$ cat config.mk
export PLATFORM = sky130hd
export DESIGN_NAME = alu_op_issue
export DESIGN_NICKNAME = d
export VERILOG_FILES = /design/src/rtl/alu_op_issue.sv
export SDC_FILE = /design/constraint.sdc
export NUM_CORES = 1
export LEC_CHECK = 0
export CAP_MARGIN = 5
export CORE_ASPECT_RATIO = 1.2
export CORE_UTILIZATION = 25
export DETAILED_ROUTE_END_ITERATION = 7
export MAX_ROUTING_LAYER = met4
export SYNTH_ARGS = -nofsm -noshare
export SYNTH_HDL_FRONTEND = slang
export SYNTH_SLANG_ARGS = --single-unit
$ cat constraint.sdc
create_clock -name clk -period 4.4 [get_ports clk]
set_clock_uncertainty 0.2 [all_clocks]
set_input_delay 1.1 -clock clk [delete_from_list [all_inputs] [get_ports clk]]
set_output_delay 1.1 -clock clk [all_outputs]
set_load 0.01 [all_outputs]
$ cat src/rtl/alu_op_issue.sv
// ALU_ctl decode, registered issue stage and in-order branch tag FIFO.
// Optional illegal-op output enabled by ALU_ILLEGAL_TRAP_EN.
module alu_op_issue #(
  parameter int DEPTH = 4
) (
  input  logic                     clk,
  input  logic                     rst_n,
  input  logic                     in_valid,
  output logic                     in_ready,
  input  logic [1:0]               alu_op,
  input  logic [2:0]               funct3,
  input  logic [6:0]               funct7,
  output logic                     out_valid,
  input  logic                     out_ready,
  output logic [3:0]               ALU_ctl,
  input  logic                     res_valid,
  input  logic                     res_zero,
  output logic                     br_valid,
  output logic                     br_taken,
  output logic [$clog2(DEPTH):0]   pending,
  input  logic                     flush
`ifdef ALU_ILLEGAL_TRAP_EN
  ,
  output logic                     illegal
`endif
);

  localparam int AW = $clog2(DEPTH);
  localparam int PW = AW + 1;

  localparam logic [3:0] CTL_AND = 4'b0000;
  localparam logic [3:0] CTL_OR  = 4'b0001;
  localparam logic [3:0] CTL_ADD = 4'b0010;
  localparam logic [3:0] CTL_SUB = 4'b0110;
  localparam logic [3:0] CTL_LT  = 4'b0111;
  localparam logic [3:0] CTL_GE  = 4'b1000;
  localparam logic [3:0] CTL_NOR = 4'b1100;
  localparam logic [3:0] CTL_SLL = 4'b1001;
  localparam logic [3:0] CTL_SRL = 4'b1010;

  typedef struct packed {
    logic is_br;
    logic pol;
  } tag_t;

  logic [3:0] dec_ctl;
  tag_t       dec_tag;
  logic       dec_ill;
  tag_t       out_tag;
  tag_t       tags [DEPTH];
  tag_t       head;
  logic [AW-1:0] wptr;
  logic [AW-1:0] rptr;
  logic       issue;
  logic       accept;
  logic       push;
  logic       pop;
  logic       f7_zero;
  logic       f7_alt;

  assign f7_zero = (funct7 == 7'b0000000);
  assign f7_alt  = (funct7 == 7'b0100000);

  // Combinational decode of the incoming request into ctl code and tag.
  always_comb begin
    dec_ctl = CTL_AND;
    dec_tag = '0;
    dec_ill = 1'b0;
    unique case (1'b1)
      (alu_op == 2'b00): dec_ctl = CTL_ADD;
      (alu_op == 2'b01): begin
        case (funct3)
          3'b000: begin
            dec_ctl = CTL_SUB;
            dec_tag = '{is_br: 1'b1, pol: 1'b1};
          end
          3'b001: begin
            dec_ctl = CTL_SUB;
            dec_tag = '{is_br: 1'b1, pol: 1'b0};
          end
          3'b100: begin
            dec_ctl = CTL_LT;
            dec_tag = '{is_br: 1'b1, pol: 1'b0};
          end
          3'b101: begin
            dec_ctl = CTL_GE;
            dec_tag = '{is_br: 1'b1, pol: 1'b0};
          end
          default: dec_ill = 1'b1;
        endcase
      end
      (alu_op == 2'b10): begin
        unique case (1'b1)
          (funct3 == 3'b000 && f7_zero): dec_ctl = CTL_ADD;
          (funct3 == 3'b000 && f7_alt):  dec_ctl = CTL_SUB;
          (funct3 == 3'b001 && f7_zero): dec_ctl = CTL_SLL;
          (funct3 == 3'b101 && f7_zero): dec_ctl = CTL_SRL;
          (funct3 == 3'b111 && f7_zero): dec_ctl = CTL_AND;
          (funct3 == 3'b110 && f7_zero): dec_ctl = CTL_OR;
          (funct3 == 3'b100 && f7_alt):  dec_ctl = CTL_NOR;
          default: dec_ill = 1'b1;
        endcase
      end
      default: begin
        unique case (1'b1)
          (funct3 == 3'b000):            dec_ctl = CTL_ADD;
          (funct3 == 3'b111):            dec_ctl = CTL_AND;
          (funct3 == 3'b110):            dec_ctl = CTL_OR;
          (funct3 == 3'b001 && f7_zero): dec_ctl = CTL_SLL;
          (funct3 == 3'b101 && f7_zero): dec_ctl = CTL_SRL;
          default: dec_ill = 1'b1;
        endcase
      end
    endcase
  end

  assign issue = out_valid & out_ready &
                 ((pending < PW'(DEPTH)) | res_valid);
  assign in_ready = ~flush & (~out_valid | issue);
  assign accept   = in_valid & in_ready;
  assign push     = issue & ~flush;
  assign pop      = res_valid & (pending != '0) & ~flush;
  assign head     = tags[rptr];

  // Issue register holding the decoded op until the EX stage takes it.
  always_ff @(posedge clk or negedge rst_n) begin
    if (!rst_n) begin
      out_valid <= 1'b0;
      ALU_ctl   <= CTL_AND;
      out_tag   <= '0;
    end else if (flush) begin
      out_valid <= 1'b0;
    end else if (accept) begin
      out_valid <= 1'b1;
      ALU_ctl   <= dec_ctl;
      out_tag   <= dec_tag;
    end else if (issue) begin
      out_valid <= 1'b0;
    end
  end

`ifdef ALU_ILLEGAL_TRAP_EN
  // Illegal flag travels with the op in the issue register.
  always_ff @(posedge clk or negedge rst_n) begin
    if (!rst_n) begin
      illegal <= 1'b0;
    end else if (flush) begin
      illegal <= 1'b0;
    end else if (accept) begin
      illegal <= dec_ill;
    end else if (issue) begin
      illegal <= 1'b0;
    end
  end
`else
  logic unused_ill;
  assign unused_ill = dec_ill;
`endif

  // Tag storage, written at the tail on every issued op.
  always_ff @(posedge clk or negedge rst_n) begin
    if (!rst_n) begin
      for (int i = 0; i < DEPTH; i++) tags[i] <= '0;
    end else if (push) begin
      tags[wptr] <= out_tag;
    end
  end

  // Pointers and occupancy; pointers wrap naturally at DEPTH.
  always_ff @(posedge clk or negedge rst_n) begin
    if (!rst_n) begin
      wptr    <= '0;
      rptr    <= '0;
      pending <= '0;
    end else if (flush) begin
      wptr    <= '0;
      rptr    <= '0;
      pending <= '0;
    end else begin
      if (push) wptr <= wptr + 1'b1;
      if (pop)  rptr <= rptr + 1'b1;
      unique case ({push, pop})
        2'b10:   pending <= pending + 1'b1;
        2'b01:   pending <= pending - 1'b1;
        default: pending <= pending;
      endcase
    end
  end

  // Branch resolution from the head tag and the returning zero flag.
  always_ff @(posedge clk or negedge rst_n) begin
    if (!rst_n) begin
      br_valid <= 1'b0;
      br_taken <= 1'b0;
    end else if (pop) begin
      br_valid <= head.is_br;
      br_taken <= head.is_br &
                  (head.pol ? res_zero : ~res_zero);
    end else begin
      br_valid <= 1'b0;
      br_taken <= 1'b0;
    end
  end

endmodule

* Yosys cells after proc, flatten, opt, wreduce, memory -nomap -nowiden
Cells that the tools add are included.
Operators by class: $add $sub $neg 4, magnitude comparators 4, equal/unequal tests 9, muxes and demuxes 24, bitwise operators 15, reductions and logical operators 18
Operator list (number):
- 4-bit case mux with 3 select lines | 2
- 4-bit case mux with 6 select lines | 1
- 2-bit 2-to-1 mux | 8
- 4-bit case mux with 4 select lines | 1
- 3-bit == test, second input constant | 3
- 3-bit nonzero test | 3
- 1-bit bitwise AND | 8
- 8-bit bitwise mux | 1
- 7-bit by 6-bit == test with 1-bit output, second input constant | 1
- 1-bit logical AND | 7
- 7-bit logical NOT | 1
- 3-bit >= comparator, second input constant | 2
- 1-bit 2-to-1 mux | 6
- 2-bit NOT with 3-bit output | 2
- 3-bit case mux with 2 select lines | 1
- 2-bit by 1-bit adder with 2-bit output, second input constant | 2
- 2-bit binary-select mux with 2-bit select | 1
- 2-bit demux with 2-bit select | 1
- 2-bit by 1-bit == test with 1-bit output, second input constant | 2
- 2-bit == test, second input constant | 2
- 2-bit case mux with 2 select lines | 1
- 2-bit nonzero test | 2
- 3-bit by 1-bit adder with 3-bit output, second input constant | 1
- 3-bit by 1-bit == test with 1-bit output, second input constant | 1
- other kinds (11) | 14
Storage, ports and cells: flip-flop bits (word level) 24, bits of input ports 19, word-level logic and storage cells 91

* Longest topological paths before layout
word-level depth 8, gate-level depth with buffers 8, mapped depth without buffers 7

* Least setup slack after synthesis
No wires, ideal clock.
path kind input -> output, start point in res_valid, end point out in_ready, arrival 1640 ps, slack 1460 ps, cell stages on the path 3, cells stage by stage nand2b_2 a21boi_4 nor2_1
Between the ends: cells in the longest elaborated chain, start to end 4
RTL lines:
- from (decl) | RTL line 16 | input logic res_valid,
- 1-bit bitwise OR | RTL line 118 | ((pending < PW'(DEPTH)) | res_valid);
- 1-bit bitwise AND | RTL line 117 | assign issue = out_valid & out_ready &
- 1-bit bitwise OR | RTL line 119 | assign in_ready = ~flush & (~out_valid | issue);
- 1-bit bitwise AND | RTL line 119
- to (decl) | RTL line 9 | output logic in_ready,
No other way between the ends.

* Worst setup path in the final report
Ends and elaborated chain as after synthesis.

==> impl_metrics.yaml <==
status:
  status: "complete, but fails checks"
  violations: "DRC"
global_route:
  grt_first_pass_wirelength_um: 4850
  grt.overflow.total: 0
  antenna_found_initial: 0
  grt_max_degree: 25
  grt_usage: 0.106
  grt_pass1_vias: 1026
power_and_ir_drop:
  leakage_uw: 0.000747
  ir_worst_vdd_uv: 110
  p_per_area_mw_per_mm2: 280
  power.total_uw: 505
sta:
  fin_crit_sh: 0.914
  tightest_slew_ns: 1.08
  slew_headroom: 0.275
  timing.fmax_ghz: 0.249
  rsz0062_at_grt: "no"
  hold_viol_final: 0
  period_needed_ns: 4.02
  report.final.slew_viol_count: 0
  tns_ns: 0
  setup_viol: 0
  hold_slack_ns: 0.308
die:
  num_rows: 29
  boundaryPins: 30
  fp.dieW_um: 70.6
  core_mm2: 0.00537
  dieArea_mm2: 0.00596
  start_util: 0.263
  die_y_um: 84.3
critical_path:
  cp-start-kind: "primary input"
  crit_fanout: 8
  cp_num_buf_inv: 2
  cp_data_arrival_time_ns: 2.72
  critPathKind: "primary input to output pin"
  crit_chain: "clkdlybuf4s50_1 > nand2b_2 > a21boi_4 > nor2_1 > clkdlybuf4s50_1"
  path_common_cell: "clkdlybuf4s50_1"
  critPathTopFamily: "buffers and inverters"
  max_stage_delay_ns: 0.50
  worstSetupEndpointType: "output pin"
  required_ns: 3.10
  cp_slowest_cell: "clkdlybuf4s50_1"
clock_tree:
  path_clk_slew_ns: 0.08
  clock-sinks: 24
  cts_root_buf: "clkbuf_8"
  cts_resized: 0
  cts_max_level: 1
  clock_path_buffers: 2
  cts_buffers: 3
  cts_setup_buffers: 0
  cts_hold_buf: 0
  insertion_delay_ns: 0.27
  cts_tree: "built"
synth:
  yosysMostFrequentCell: "dfrtp_1"
  synth_top_cell_by_area: "dfrtp_1"
  synth_area_leaders: "dfrtp_1 (43%), mux2_2 (8.8%), ha_1 (3.5%), mux4_2 (3.2%), nor2_1 (3.2%)"
  seq_area_frac_synth: 0.425
  ys.flop_type: "dfrtp_1"
  synth_common_cells: "dfrtp_1 (24), nor2_1 (12), mux2_2 (11), nand2_1 (9), inv_1 (6)"
  synth_nets: 154
  ys_async_sr_fraction: 1.00
  ys_seq_elements: 24
  synth_warnings: 0
  synth.top_cell.area_share: 0.425
  ys_types: 46
  synth_edf_count: 0
  syn_area_mm2: 0.00141
  synth_cells: 130
  avgSynthCellArea_um2: 10.9
placement:
  io_buffers: 29
  gp_congestion: 0.848
  dp_hpwl_um: 2120
  dpl-instance-area_mm2: 0.00177
hold_path:
  hp-class: "flip-flop to flip-flop"
routing:
  wl_per_cell_um: 13.0
  drc_errors: 6
  drtAntennaViolNets: 0
  firstDrtPassIters: 7
  vias_per_cell: 4.90
  num_vias: 1077
  drt_iter0_markers: 34
  routed_wl_um: 2870
finish:
  drive_gt1_frac: 0.152
  area_growth_syn_to_layout_pct: 27.9
  nets: 184
  n_antenna_cell: 0
  stdcell_area_mm2: 0.00181
flow_run:
  maxCapViolCount: 0
## power by group
part / leakage [uW] / total, uW / internal (uW) / switching [uW]
clock: 0.0000216 / 131 / 61.4 / 69.8
combinational: 0.000397 / 118 / 66.4 / 51.6
sequential: 0.000329 / 256 / 236 / 20.5
total: 0.000747 / 505 / 363 / 142
## cell type report
cell class / instances / area, um2
Timing Repair Buffer: 30 / 298
Inverter: 6 / 22.5
Multi-Input combinational cell: 95 / 767
Clock buffer: 3 / 41.3
Tap cell: 62 / 77.6
Fill cell: 551 / 3560
Sequential cell: 24 / 601
## through the flow
stage	worst slack, ns	util	instances
after floorplan	1.46	-	130
after global placement	0.399	0.329	217
after detailed placement	0.392	0.329	217
after CTS	0.375	0.336	220
after global routing	0.305	0.336	220
final	0.380	0.336	220
## registers in the layout (all words and copies together), names as in the netlist
| name | count |
|---|---|
| tags | 8 |
| wptr | 2 |
| ALU_ctl | 4 |
| rptr | 2 |
| out_valid | 1 |
| out_tag | 2 |
| br_valid | 1 |
| br_taken | 1 |
| pending | 3 |
## cell usage in the layout, fill, tap and decap left out, types with 2 or more instances in the layout
| cell type | instances |
|---|---|
| mux2i_1 | 2 |
| nor2_1 | 12 |
| clkbuf_8 | 3 |
| inv_1 | 6 |
| o31ai_1 | 4 |
| nor3_1 | 2 |
| xnor2_1 | 3 |
| xor2_1 | 2 |
| dfrtp_1 | 24 |
| nor3b_1 | 5 |
| mux2_2 | 11 |
| ha_1 | 4 |
| nand3_1 | 2 |
| a31oi_1 | 3 |
| nand2_1 | 9 |
| clkdlybuf4s50_1 | 29 |
| nand2b_1 | 2 |
| mux4_2 | 2 |
| or3b_1 | 2 |
| o21ai_0 | 5 |
## routing by layer
| metal | wire (um) | share of wire | global-route usage |
|---|---|---|---|
| met5 | 0 | 0 | - |
| met3 | 151 | 0.053 | 0.0180 |
| met4 | 51 | 0.018 | 0.0436 |
| met2 | 1300 | 0.45 | 0.167 |
| met1 | 1360 | 0.48 | 0.134 |
## path summary, 6_finish.rpt
path / startpoint / endpoint / slack (ns) / depth (start not counted)
max: res_valid / in_ready / 0.38 / 5
min in group asynchronous: rst_n / tags[7] / 1.21 / 1
min reg2reg: tags[6] / tags[6] / 0.31 / 1
max in group asynchronous: rst_n / tags[3] / 2.13 / 1
max reg2reg: pending[2] / pending[1] / 2.29 / 6
min: tags[6] / tags[6] / 0.31 / 1
## kinds of logic after synthesis
logic type / Yosys count / share of synthesized area
AND/OR/NAND/NOR: 45 / 0.185
multiplexers: 15 / 0.134
AO/OA/AOI/OAI: 25 / 0.144
buffers and inverters: 11 / 0.0319
adder cells (fa/ha/maj): 5 / 0.0496
flip-flops: 24 / 0.425
XOR/XNOR: 5 / 0.0310
No activity file was read; power rests on OpenSTA's default activity.
